## src/rtl/scan_datapath.sv

```systemverilog
// Scan datapath: a preloadable source RAM, a read-address counter, an
// unsigned threshold comparator, a destination RAM and a saturating
// write/match counter. Sequencing is owned by the external scan controller.
// This block only reacts to the controller's strobes and reports rco/gt back
// with zero latency.
//
// Ports
//   clk, rst            system clock; asynchronous active-high reset (clears counters only)
//   clr                 synchronous clear of both counters, dominates all strobes
//   rd_inc              advance read address (wraps at the top)
//   wr_inc              advance write/match counter (saturates at 2**ADDR_W)
//   we                  store current source word at wr_count in destination RAM
//   thresh              unsigned comparison threshold
//   load_en/addr/data   source RAM preload write port
//   dst_addr            destination RAM readback address
//   rd_addr, src_data   current read address and the source word there
//   gt, rco             src_data > thresh; rd_addr at its last address
//   wr_count, full      words stored (also next destination slot); counter saturated
//   dst_data            destination RAM word at dst_addr
module scan_datapath #(
  parameter int DATA_W = 8,
  parameter int ADDR_W = 4
) (
  input  logic              clk,
  input  logic              rst,
  input  logic              clr,
  input  logic              rd_inc,
  input  logic              wr_inc,
  input  logic              we,
  input  logic [DATA_W-1:0] thresh,
  input  logic              load_en,
  input  logic [ADDR_W-1:0] load_addr,
  input  logic [DATA_W-1:0] load_data,
  input  logic [ADDR_W-1:0] dst_addr,
  output logic [ADDR_W-1:0] rd_addr,
  output logic [DATA_W-1:0] src_data,
  output logic              gt,
  output logic              rco,
  output logic [ADDR_W:0]   wr_count,
  output logic              full,
  output logic [DATA_W-1:0] dst_data
);

  localparam int DEPTH = 1 << ADDR_W;
  localparam logic [ADDR_W:0] FULL_CNT = (ADDR_W+1)'(DEPTH);

  logic [DATA_W-1:0] src_mem [DEPTH];
  logic [DATA_W-1:0] dst_mem [DEPTH];

  logic [ADDR_W-1:0] rd_addr_q, rd_addr_d;
  logic [ADDR_W:0]   wr_count_q, wr_count_d;
  logic              full_w;
  logic              dst_we;

  assign full_w = (wr_count_q == FULL_CNT);
  // A write issued together with clr, or once all slots are used, is dropped
  // so earlier results are never overwritten on the counter's behalf.
  assign dst_we = we & ~clr & ~full_w;

  always_comb begin
    rd_addr_d = rd_addr_q;
    if (clr) begin
      rd_addr_d = '0;
    end else if (rd_inc) begin
      rd_addr_d = rd_addr_q + ADDR_W'(1);
    end
  end

  always_comb begin
    wr_count_d = wr_count_q;
    if (clr) begin
      wr_count_d = '0;
    end else if (wr_inc && !full_w) begin
      wr_count_d = wr_count_q + (ADDR_W+1)'(1);
    end
  end

  always_ff @(posedge clk or posedge rst) begin
    if (rst) begin
      rd_addr_q  <= '0;
      wr_count_q <= '0;
    end else begin
      rd_addr_q  <= rd_addr_d;
      wr_count_q <= wr_count_d;
    end
  end

  // RAM contents survive reset; only the counters are cleared.
  always_ff @(posedge clk) begin
    if (load_en) begin
      src_mem[load_addr] <= load_data;
    end
  end

  always_ff @(posedge clk) begin
    if (dst_we) begin
      dst_mem[wr_count_q[ADDR_W-1:0]] <= src_mem[rd_addr_q];
    end
  end

  assign rd_addr  = rd_addr_q;
  assign src_data = src_mem[rd_addr_q];
  assign gt       = (src_mem[rd_addr_q] > thresh);
  assign rco      = (rd_addr_q == {ADDR_W{1'b1}});
  assign wr_count = wr_count_q;
  assign full     = full_w;
  assign dst_data = dst_mem[dst_addr];

endmodule

```

## config.mk

```make
export PLATFORM = sky130hd
export DESIGN_NAME = scan_datapath
export DESIGN_NICKNAME = d
export VERILOG_FILES = /design/src/rtl/scan_datapath.sv
export SDC_FILE = /design/constraint.sdc
export NUM_CORES = 1
export LEC_CHECK = 0
export ABC_AREA = 0
export CAP_MARGIN = 20
export CORE_AREA = 2 2 186 188
export DETAILED_ROUTE_END_ITERATION = 12
export DIE_AREA = 0 0 188 190
export PLACE_DENSITY = 0.46
export SYNTH_ARGS = -nofsm -noshare
export SYNTH_HDL_FRONTEND = slang
export SYNTH_SLANG_ARGS = --single-unit
```

## constraint.sdc

```tcl
create_clock -name clk -period 6.1 [get_ports clk]
set_input_delay 0.61 -clock clk [delete_from_list [all_inputs] [get_ports clk]]
set_output_delay 0.61 -clock clk [all_outputs]
set_load 0.01 [all_outputs]
```

After elaboration in Yosys (flattened, before gate mapping):

Memory sizes are Yosys's and may differ from the RTL's.
Index checks and enable logic that the tools add are counted.

* $add $sub $neg: 2
* multiply operators: 0
* div/mod/pow operators: 0
* order comparisons: 1
* equality and inequality tests: 2
* shift operators: 0
* muxes and demuxes: 8
* bitwise logic cells: 4
* reductions and logical operators: 4

Operator list (count)
* 5-bit two-way mux: 2
* 8-bit greater-than comparator: 1
* 4-bit two-way mux: 2
* 5-bit by 1-bit adder with 5-bit output (second input constant): 1
* 5-bit == test (second input constant): 1
* 4-bit by 1-bit adder with 4-bit output (second input constant): 1
* 4-bit == test (second input constant): 1
* 1-bit two-way mux: 4
* 2-bit nonzero test: 2
* 1-bit AND: 2
* 1-bit inverter: 2
* 1-bit logical AND: 1
* 1-bit zero test: 1

* bits in registers: 9
* latch bits: 0
* RAM bits: 256
* bits in read-only memories: 0
* input port bits: 31
* output and inout port bits: 28
* logic and storage cells: 25
* memories: 2

Memories
* dst_mem: words 16, bits a word 8, rd ports 1, clocked after memory_dff 0, write ports 1, RTL line 48 `logic [DATA_W-1:0] dst_mem [DEPTH];`
* src_mem: words 16, bits a word 8, rd ports 1, clocked after memory_dff 0, write ports 1, RTL line 47 `logic [DATA_W-1:0] src_mem [DEPTH];`

Longest topological paths before layout:

Gate-level depths: netlist of the first run.

* depth after elaboration: 5
* mapped depth: 10
* mapped depth without buffers: 8

Least setup slack after synthesis of the first run:

Ideal clock, no wire load.

* path kind: register -> output
* start point: register rd_addr_q[0], in the netlist rd_addr[0]
* end point: output port gt
* arrival: 2.585 ns
* data required time: 5.490 ns
* path slack: 2.905 ns
* cell stages (with the launch flop): 11
* buffers on the path: 2
* cells stage by stage: dfrtp_1 buf_6 buf_6 mux4_1 a22oi_1 nand2_1 ha_1 nand3_1 a21oi_1 o31ai_1 a22oi_1

* word-level cells in the longest chain between the ends: 2

RTL lines
* start: declaration: RTL line 50 `logic [ADDR_W-1:0] rd_addr_q, rd_addr_d;`
* start signal: assignment: RTL line 83 `rd_addr_q <= rd_addr_d;`
* memory 16 x 8 bit
* net src_data[3]: RTL line 36 `output logic [DATA_W-1:0] src_data,`
* 8-bit greater-than comparator: RTL line 103 `assign gt = (src_mem[rd_addr_q] > thresh);`
* end: declaration: RTL line 37 `output logic gt,`

The timed path passes the listed nets, and every way through them passes these cells.

Worst setup path in the final report of the first run:

* start point: register rd_addr_q[0], in the netlist rd_addr[0]
* end point: output port gt

* word-level cells in the longest chain between the ends: 2

RTL lines (RTL line)
* memory 16 x 8 bit
* 8-bit greater-than comparator: 103

Every way passes these cells.

==> flow_summary.toml, run 1 <==
[layout]
regArea_um2 = 7920
fin_nets = 648
num-fill-cells = 3134
drive_gt1_frac = 0.163
multiInputGateArea_um2 = 2550
fin_cells = 1080
diodes = 0
final_area_um2 = 12700
area_growth_pct = 19.5
final_util = 0.375

[setup_path]
max_stage_delay_ns = 0.63
path_buf_inv = 2
timing.rr.start = "wr_count[0]"
worstPathArrival_ns = 4.21
r2r-end = "dst_mem[5][2]"
r2r_cells = 7
crit_fanout = 36
cp_top_family = "buffers and inverters"
path_common_cell = "a22oi_1"
r2r_setup_slack_ns = 3.32
critPathLaunchType = "flip-flop"
cp-end-kind = "primary output"
worst_ep_required_time_ns = 5.49
cp_cell_sequence = "buf_4 -> mux4_1 -> a22oi_1 -> nand2_1 -> ha_1 -> nand3_1 -> a21oi_1 -> o31ai_1 -> a22oi_1 -> clkdlybuf4s50_1"
critPathSlowestCell = "mux4_1"
crit_type = "flip-flop to primary output"
startpoint = "rd_addr[0]"

[die]
start_util = 0.314
rows = 68
core_um2 = 33900
fp.dieW_um = 188
die_h_um = 190
dieArea_um2 = 35700
pin_count = 59

[route]
drc = 0
vias_per_cell = 4.86
routed_wl_mm = 25.3
wl_per_cell_um = 23.5
vias = 5253
drtAntennaViolNets = 0
dr.pass1.iters = 5
first_iter_violations = 304

[global_routing]
grt_pass1_wl_mm = 36.9
grt_max_degree = 37
grtUsageTotal = 0.142
grt_overflow_total = 0
grtUsageMet1 = 0.176
grt_antenna_before_repair = 0
grt_pass1_vias = 5602
use_met3 = 0.0225
met2_usage = 0.258
grt-busiest-layer = "met2"

[timing]
clock_skew_ns = 0.0190
fin_hold_ws_ns = 0.506
setup_viol = 0
relSlewSlack = 0.257
fin_crit_ns = 4.82
final_hold_viol_count = 0
rsz0062_at_grt = "false"
tns_ns = 0
finalCritPeriodShare = 0.790
drv_slew = 0
worst_slew_pin_slew_ns = 1.11
timing.fmax_mhz = 208

[power]
powerDensity_nw_per_um2 = 316
peakVddDrop_mv = 0.205
leakage_nw = 4.17

[cts]
clock_path_buffers = 3
cts_post_setup_buffers_inserted = 0
ctsHoldBuffers = 0
cts_inserted_buffers = 29
cts_tree = "yes"
clkTransAtPathRegs_ns = 0.06
h-tree-depth = 1
clockRootBuffer = "clkbuf_16"
clock_latency_ns = 0.54
clkSinkCount = 265
cts_resized = 0

[placement]
routabilityCongestion = 0.729
post-dp-hpwl_mm = 16.2
numPortBuffers = 58
dpl_cell_area_um2 = 11800
placed_cells = 1023

[synthesis]
seq_area_frac_synth = 0.743
synth_cells = 523
synth_area_um2 = 10700
synth_edf_count = 256
synth_area_per_cell_um2 = 20.4
ys_ff_latch = 265
async_flop_share = 0.0340
ys.flop_type = "edfxtp_1"
ys.warnings.count = 0
yosysUniqueCellTypes = 35
synth_nets = 567

[run_status]
status = "finished, final reports clean"

[flow_run]
max_cap_viol_count = 0

[min_path]
hp-class = "input port to async pin"
## how the worst max path moves through the flow
stage	end	slack, ns	cells after the start
after floorplan	gt	2.91	10
after global placement	gt	1.80	10
after detailed placement	gt	1.75	9
after CTS	gt	1.17	9
after global routing	gt	0.98	10
final	gt	1.28	10
## cell usage in the layout (no fill, tap or decap), types with 5 or more instances in the layout
master / netlist / final
nor2_1: 35 / 35
clkbuf_16: 0 / 29
a22oi_1: 31 / 31
nor3_2: 0 / 7
mux4_1: 30 / 30
clkbuf_1: 4 / 7
nand2_1: 29 / 29
buf_4: 2 / 8
mux4_2: 34 / 34
ha_1: 13 / 13
xor2_1: 5 / 5
dfrtp_1: 9 / 7
clkinv_2: 0 / 5
inv_1: 13 / 13
nand2b_1: 5 / 5
edfxtp_1: 256 / 256
clkinv_1: 0 / 5
clkdlybuf4s50_1: 0 / 57
buf_6: 8 / 7
## state kept, by name, summed over array words and instances, names as in the netlist
signal and flops:
dst_mem 128, src_mem 128, wr_count 5, rd_addr 4
## through the flow
stage	setup slack (ns)	power [mW]
after detailed placement	1.75	2.39
after floorplan	2.91	2.26
after global routing	0.977	4.16
final	1.28	4.02
after global placement	1.80	2.38
after CTS	1.17	4.06
## per-layer routing
metal	wire [um]	up-vias
met5	0	-
li1	-	2319
met4	736	0
met3	1130	47
met2	13200	129
met1	10300	2758
## synth_stat cells (2+ instances only)
master      n  area [um2]
inv_1      13        48.8
and2_1      2        12.5
clkbuf_1    4        15.0
nand2_1    29         109
buf_6       8        90.1
nand3_1     4        20.0
and3_1      2        12.5
nand4_1     3        18.8
ha_1       13         163
edfxtp_1  256        7690
a21oi_1     4        20.0
nor2b_1     4        25.0
nand3b_1    2        15.0
xor2_1      5        43.8
nor3_1      8        40.0
buf_1       4        15.0
buf_2       4        20.0
mux4_1     30         788
a22oi_1    31         233
dfrtp_1     9         225
xnor2_1     2        17.5
nand2b_1    5        31.3
nor2_1     35         131
buf_4       2        15.0
mux4_2     34         766
## report_power, final
group / leakage, nW / internal [mW] / total [mW] / switching (mW)
sequential: 2.43 / 2.05 / 2.06 / 0.0161
clock: 0.450 / 0.998 / 1.67 / 0.672
combinational: 1.29 / 0.129 / 0.288 / 0.159
## cell type report
cell class                      count  share of cell area
Clock buffer                       40              0.0634
Clock inverter                     12             0.00816
Inverter                           13             0.00383
Multi-Input combinational cell    221               0.201
Sequential cell                   265               0.622
Tap cell                          455              0.0447
Timing Repair Buffer               74              0.0577
## cell families after synthesis
group                    after synthesis  share of synthesized area
adder cells (fa/ha/maj)               13                     0.0153
AO/OA/AOI/OAI                         37                     0.0251
buffers and inverters                 37                     0.0206
flip-flops                           265                      0.743
XOR/XNOR                               7                    0.00576
multiplexers                          65                      0.147
AND/OR/NAND/NOR                       99                     0.0436
(Power assumes the default switching activity.)
==> run 2, diff against run 1 <==
==> constraint.sdc (replaced) <==
create_clock -name clk -period 4.9 [get_ports clk]
set_input_delay 0.49 -clock clk [delete_from_list [all_inputs] [get_ports clk]]
set_output_delay 0.49 -clock clk [all_outputs]
set_load 0.01 [all_outputs]
==> run 2 against run 1 <==
Compared with the run above: clock power increased by 17%; cell area is 0.88% lower; sequential power increased by 25%; first-iteration DRC count up 10%; hold slack got worse by 0.13 ns; global-route usage is 0.42 points lower.
==> flow_summary.toml, run 2 (synthesis gave the netlist of run 1 again) <==
[cts]
cts_resized = 0
ctsHoldBuffers = 0
clock_latency_ns = 0.55
clock_path_buffers = 3
h-tree-depth = 1
cts_tree = "yes"
cts_inserted_buffers = 29
cts_post_setup_buffers_inserted = 0
clkSinkCount = 265
clkTransAtPathRegs_ns = 0.06
clockRootBuffer = "clkbuf_16"

[global_routing]
grt_antenna_before_repair = 0
grt_overflow_total = 0
grt_pass1_wl_mm = 36.3
met2_usage = 0.233
grt_pass1_vias = 5568
grtUsageTotal = 0.138
use_met3 = 0.0221
grt-busiest-layer = "met2"
grtUsageMet1 = 0.182
grt_max_degree = 37

[setup_path]
cp-end-kind = "primary output"
crit_fanout = 23
path_buf_inv = 2
worstPathArrival_ns = 3.99
critPathSlowestCell = "dfrtp_2"
path_common_cell = "a22oi_1"
worst_ep_required_time_ns = 4.41
critPathLaunchType = "flip-flop"
cp_top_family = "flip-flops"
cp_cell_sequence = "buf_4 -> mux4_1 -> a22oi_1 -> nand2_1 -> ha_1 -> a21oi_1 -> nor2b_1 -> o31ai_1 -> a22oi_1 -> clkdlybuf4s50_1"
crit_type = "flip-flop to primary output"
max_stage_delay_ns = 0.85

[layout]
drive_gt1_frac = 0.150
area_growth_pct = 18.5
final_area_um2 = 12600
final_cell_mix = "edfxtp_1 (256), clkdlybuf4s50_1 (57), nor2_1 (35), mux4_2 (34), a22oi_1 (31)"
final_util = 0.372
fin_cells = 1081
layout_commonest_cell = "edfxtp_1"
diodes = 0
num-fill-cells = 3103
fin_nets = 654

[route]
vias_per_cell = 4.81
drc = 0
routed_wl_mm = 24.4
drtAntennaViolNets = 0
wl_per_cell_um = 22.5
dr.pass1.iters = 6
vias = 5203
first_iter_violations = 335

[die]
core_um2 = 33900
die_h_um = 190
pin_count = 59
rows = 68
dieArea_um2 = 35700
start_util = 0.314
fp.dieW_um = 188

[placement]
dpl_cell_area_um2 = 11800
numPortBuffers = 58
post-dp-hpwl_mm = 15.8
dp_slack_ns = 0.928
routabilityCongestion = 0.746
placed_cells = 1034

[timing]
drv_slew = 0
rsz0062_at_grt = "false"
clock_skew_ns = 0.0131
worst_slack_ns = 0.423
fin_crit_ns = 4.48
worst_slew_pin_slew_ns = 0.991
fin_hold_ws_ns = 0.377
relSlewSlack = 0.337
final_hold_viol_count = 0
tns_ns = 0
timing.fmax_mhz = 223
finalCritPeriodShare = 0.914
setup_viol = 0

[power]
leakage_nw = 4.12
powerDensity_nw_per_um2 = 388
pwr-share-clk = 0.399
internal_power_mw = 3.84
switching_share = 0.217
p_comb_frac = 0.077
p_sw_mw = 1.06
seqPwrFrac = 0.524
power_mw = 4.90
peakVddDrop_mv = 0.249

[min_path]
hp-class = "input port to async pin"

[flow_run]
max_cap_viol_count = 0

[run_status]
status = "finished, final reports clean"
## run 2: cell types whose count changed in the layout (fill, tap and decap cells not counted)
cell,before,now
buf_12,1,0
buf_4,8,22
buf_6,7,0
bufinv_16,2,1
clkbuf_1,7,6
clkbuf_8,4,0
clkinv_1,5,7
clkinv_2,5,3
dfrtp_1,7,8
dfrtp_2,2,1
inv_6,0,1
nor3_1,1,8
nor3_2,7,0
## run 2: worst paths after layout
kind	startpoint	endpoint	slack, ns	cells after the start
hold reg to reg	wr_count[4]	wr_count[4]	0.61	2
setup reg to reg	wr_count[3]	dst_mem[10][7]	2.15	5
min in group clk	wr_count[4]	wr_count[4]	0.61	2
hold / removal	rst	rd_addr[2]	0.38	2
max in group asynchronous	rst	rd_addr[0]	4.18	2
setup / recovery	rd_addr[0]	gt	0.42	10
## run 2: power groups by stage
stage	logic [mW]	registers (mW)	clock network [mW]
after floorplan	0.213	2.60	0
after global placement	0.376	2.61	0
after detailed placement	0.386	2.61	0
after CTS	0.387	2.57	2.00
after global routing	0.410	2.57	2.10
final	0.377	2.57	1.96
## run 2: worst reg2reg max path, cell delays in order (launching register included)
cell and delay (ns):
dfrtp_1 0.69, nand4bb_1 0.30, inv_1 0.10, nor3b_2 0.25, nand2_1 0.25, nor2_1 0.78
## run 2: cell type report
cell class | count | area (um2) | share of cell area
clock inverter | 12 | 80.1 | 0.00634
sequential | 265 | 7910 | 0.627
clock buffer | 35 | 748 | 0.0593
multi-input combinational | 221 | 2520 | 0.200
tap | 455 | 569 | 0.0451
inverter | 13 | 48.8 | 0.00387
timing repair buffer | 80 | 741 | 0.0587
## run 2: routing by layer
metal	wire length (um)	part of all wire
met4	714	0.029
met1	10600	0.43
met2	12100	0.50
met3	974	0.040
met5	0	0
==> run 3, diff against run 2 <==
--- a/config.mk
+++ b/config.mk
@@ -10,7 +10,7 @@
 export CORE_AREA = 2 2 186 188
 export DETAILED_ROUTE_END_ITERATION = 12
 export DIE_AREA = 0 0 188 190
-export PLACE_DENSITY = 0.46
+export GPL_ROUTABILITY_DRIVEN = 0
 export SYNTH_ARGS = -nofsm -noshare
 export SYNTH_HDL_FRONTEND = slang
 export SYNTH_SLANG_ARGS = --single-unit
==> run 3 against run 2 <==
Compared with the run above: non-clock buffer count shrank 4; sequential power is essentially flat; sequential cell count unchanged; cell count shrank 0.19%; sequential share of layout area down 0.43 points; via count up 0.71%; die area unchanged; clock-buffer cell count fell by 5; core utilization rose by 0.25 points; clock power is 8% higher; routed wire length fell by 7.9%; clock skew up 0.0090 ns.
==> flow_summary.toml, run 3 (synthesis gave the netlist of run 1 again) <==
[run_status]
status = "finished, final reports clean"

[global_routing]
grt_max_degree = 37
grtUsageTotal = 0.126
grt_pass1_vias = 5504
grt_antenna_before_repair = 0
grt_overflow_total = 0
grt_pass1_wl_mm = 34.2

[cts]
clockRootBuffer = "clkbuf_16"
cts_tree = "yes"
clock_latency_ns = 0.53
clkSinkCount = 265
cts_resized = 0
cts_post_setup_buffers_inserted = 0
h-tree-depth = 1
clock_path_buffers = 3
ctsHoldBuffers = 0
clkTransAtPathRegs_ns = 0.06
cts_inserted_buffers = 27

[route]
routed_wl_mm = 22.5
wl_per_cell_um = 20.8
drtAntennaViolNets = 0
dr.pass1.iters = 5
first_iter_violations = 403
vias_per_cell = 4.86
drc = 0
vias = 5240

[placement]
dp_slack_ns = 1.24
placed_cells = 1029
post-dp-hpwl_mm = 14.6
dpl_cell_area_um2 = 11800
numPortBuffers = 58

[setup_path]
worstPathArrival_ns = 3.69
path_common_cell = "a22oi_1"
cp_cell_sequence = "buf_12 -> mux4_1 -> a22oi_1 -> nand2_1 -> buf_4 -> ha_1 -> nand3_1 -> a21oi_1 -> o31ai_1 -> a22oi_1 -> clkdlybuf4s50_1"
max_stage_delay_ns = 0.59
worst_ep_required_time_ns = 4.41
cp_top_family = "buffers and inverters"
critPathSlowestCell = "clkdlybuf4s50_1"
path_buf_inv = 3
crit_type = "flip-flop to primary output"
critPathLaunchType = "flip-flop"
crit_fanout = 36
cp-end-kind = "primary output"

[die]
rows = 68
core_um2 = 33900
start_util = 0.314
die_h_um = 190
fp.dieW_um = 188
dieArea_um2 = 35700
pin_count = 59

[layout]
drive_gt1_frac = 0.157
fin_cells = 1079
final_area_um2 = 12700
num-fill-cells = 3081
final_util = 0.374
diodes = 0
final_cell_mix = "edfxtp_1 (256), clkdlybuf4s50_1 (57), nor2_1 (35), mux4_2 (34), a22oi_1 (31)"
area_growth_pct = 19.3
fin_nets = 648
layout_commonest_cell = "edfxtp_1"

[timing]
tns_ns = 0
worst_slack_ns = 0.722
final_hold_viol_count = 0
worst_slew_pin_slew_ns = 1.03
drv_slew = 0
rsz0062_at_grt = "false"
relSlewSlack = 0.312
setup_viol = 0
fin_hold_ws_ns = 0.241
finalCritPeriodShare = 0.853
fin_crit_ns = 4.18
clock_skew_ns = 0.0221
timing.fmax_mhz = 239

[flow_run]
max_cap_viol_count = 0

[power]
peakVddDrop_mv = 0.264
powerDensity_nw_per_um2 = 397
power_mw = 5.05
leakage_nw = 4.14

[min_path]
hp-class = "input port to async pin"
[run 3: layer usage]
metal	vias to the layer above	track usage	part of all wire
met3	34	0.0240	0.051
met1	2744	0.167	0.43
met4	0	0.0300	0.023
met2	143	0.215	0.50
li1	2319	-	-
met5	-	0	0
[run 3: path summary, 6_finish.rpt]
path / start / endpoint / slack (ns) / depth (start not counted)
worst max-delay path: rd_addr[0] / gt / 0.72 / 11
worst min-delay path: rst / rd_addr[1] / 0.24 / 2
worst max register to register: wr_count[0] / dst_mem[0][0] / 2.08 / 8
worst min register to register: wr_count[4] / wr_count[4] / 0.66 / 2
max in group asynchronous: rst / rd_addr[0] / 4.35 / 2
min in group clk: wr_count[4] / wr_count[4] / 0.66 / 2
[run 3: power breakdown]
| part | total [mW] | internal (mW) | switching, mW |
|---|---|---|---|
| Combinational | 0.383 | 0.171 | 0.211 |
| Sequential | 2.55 | 2.54 | 0.0104 |
| Clock | 2.11 | 1.27 | 0.837 |
| Total | 5.05 | 3.99 | 1.06 |
[run 3: final cells by class]
class                           instances  area (um2)  share of cell area
Sequential cell                       265        7910               0.623
Multi-Input combinational cell        221        2520               0.199
Timing Repair Buffer                   76         736              0.0579
Clock buffer                           30         687              0.0541
Tap cell                              455         569              0.0448
Clock inverter                         19         228              0.0179
Inverter                               13        48.8             0.00384
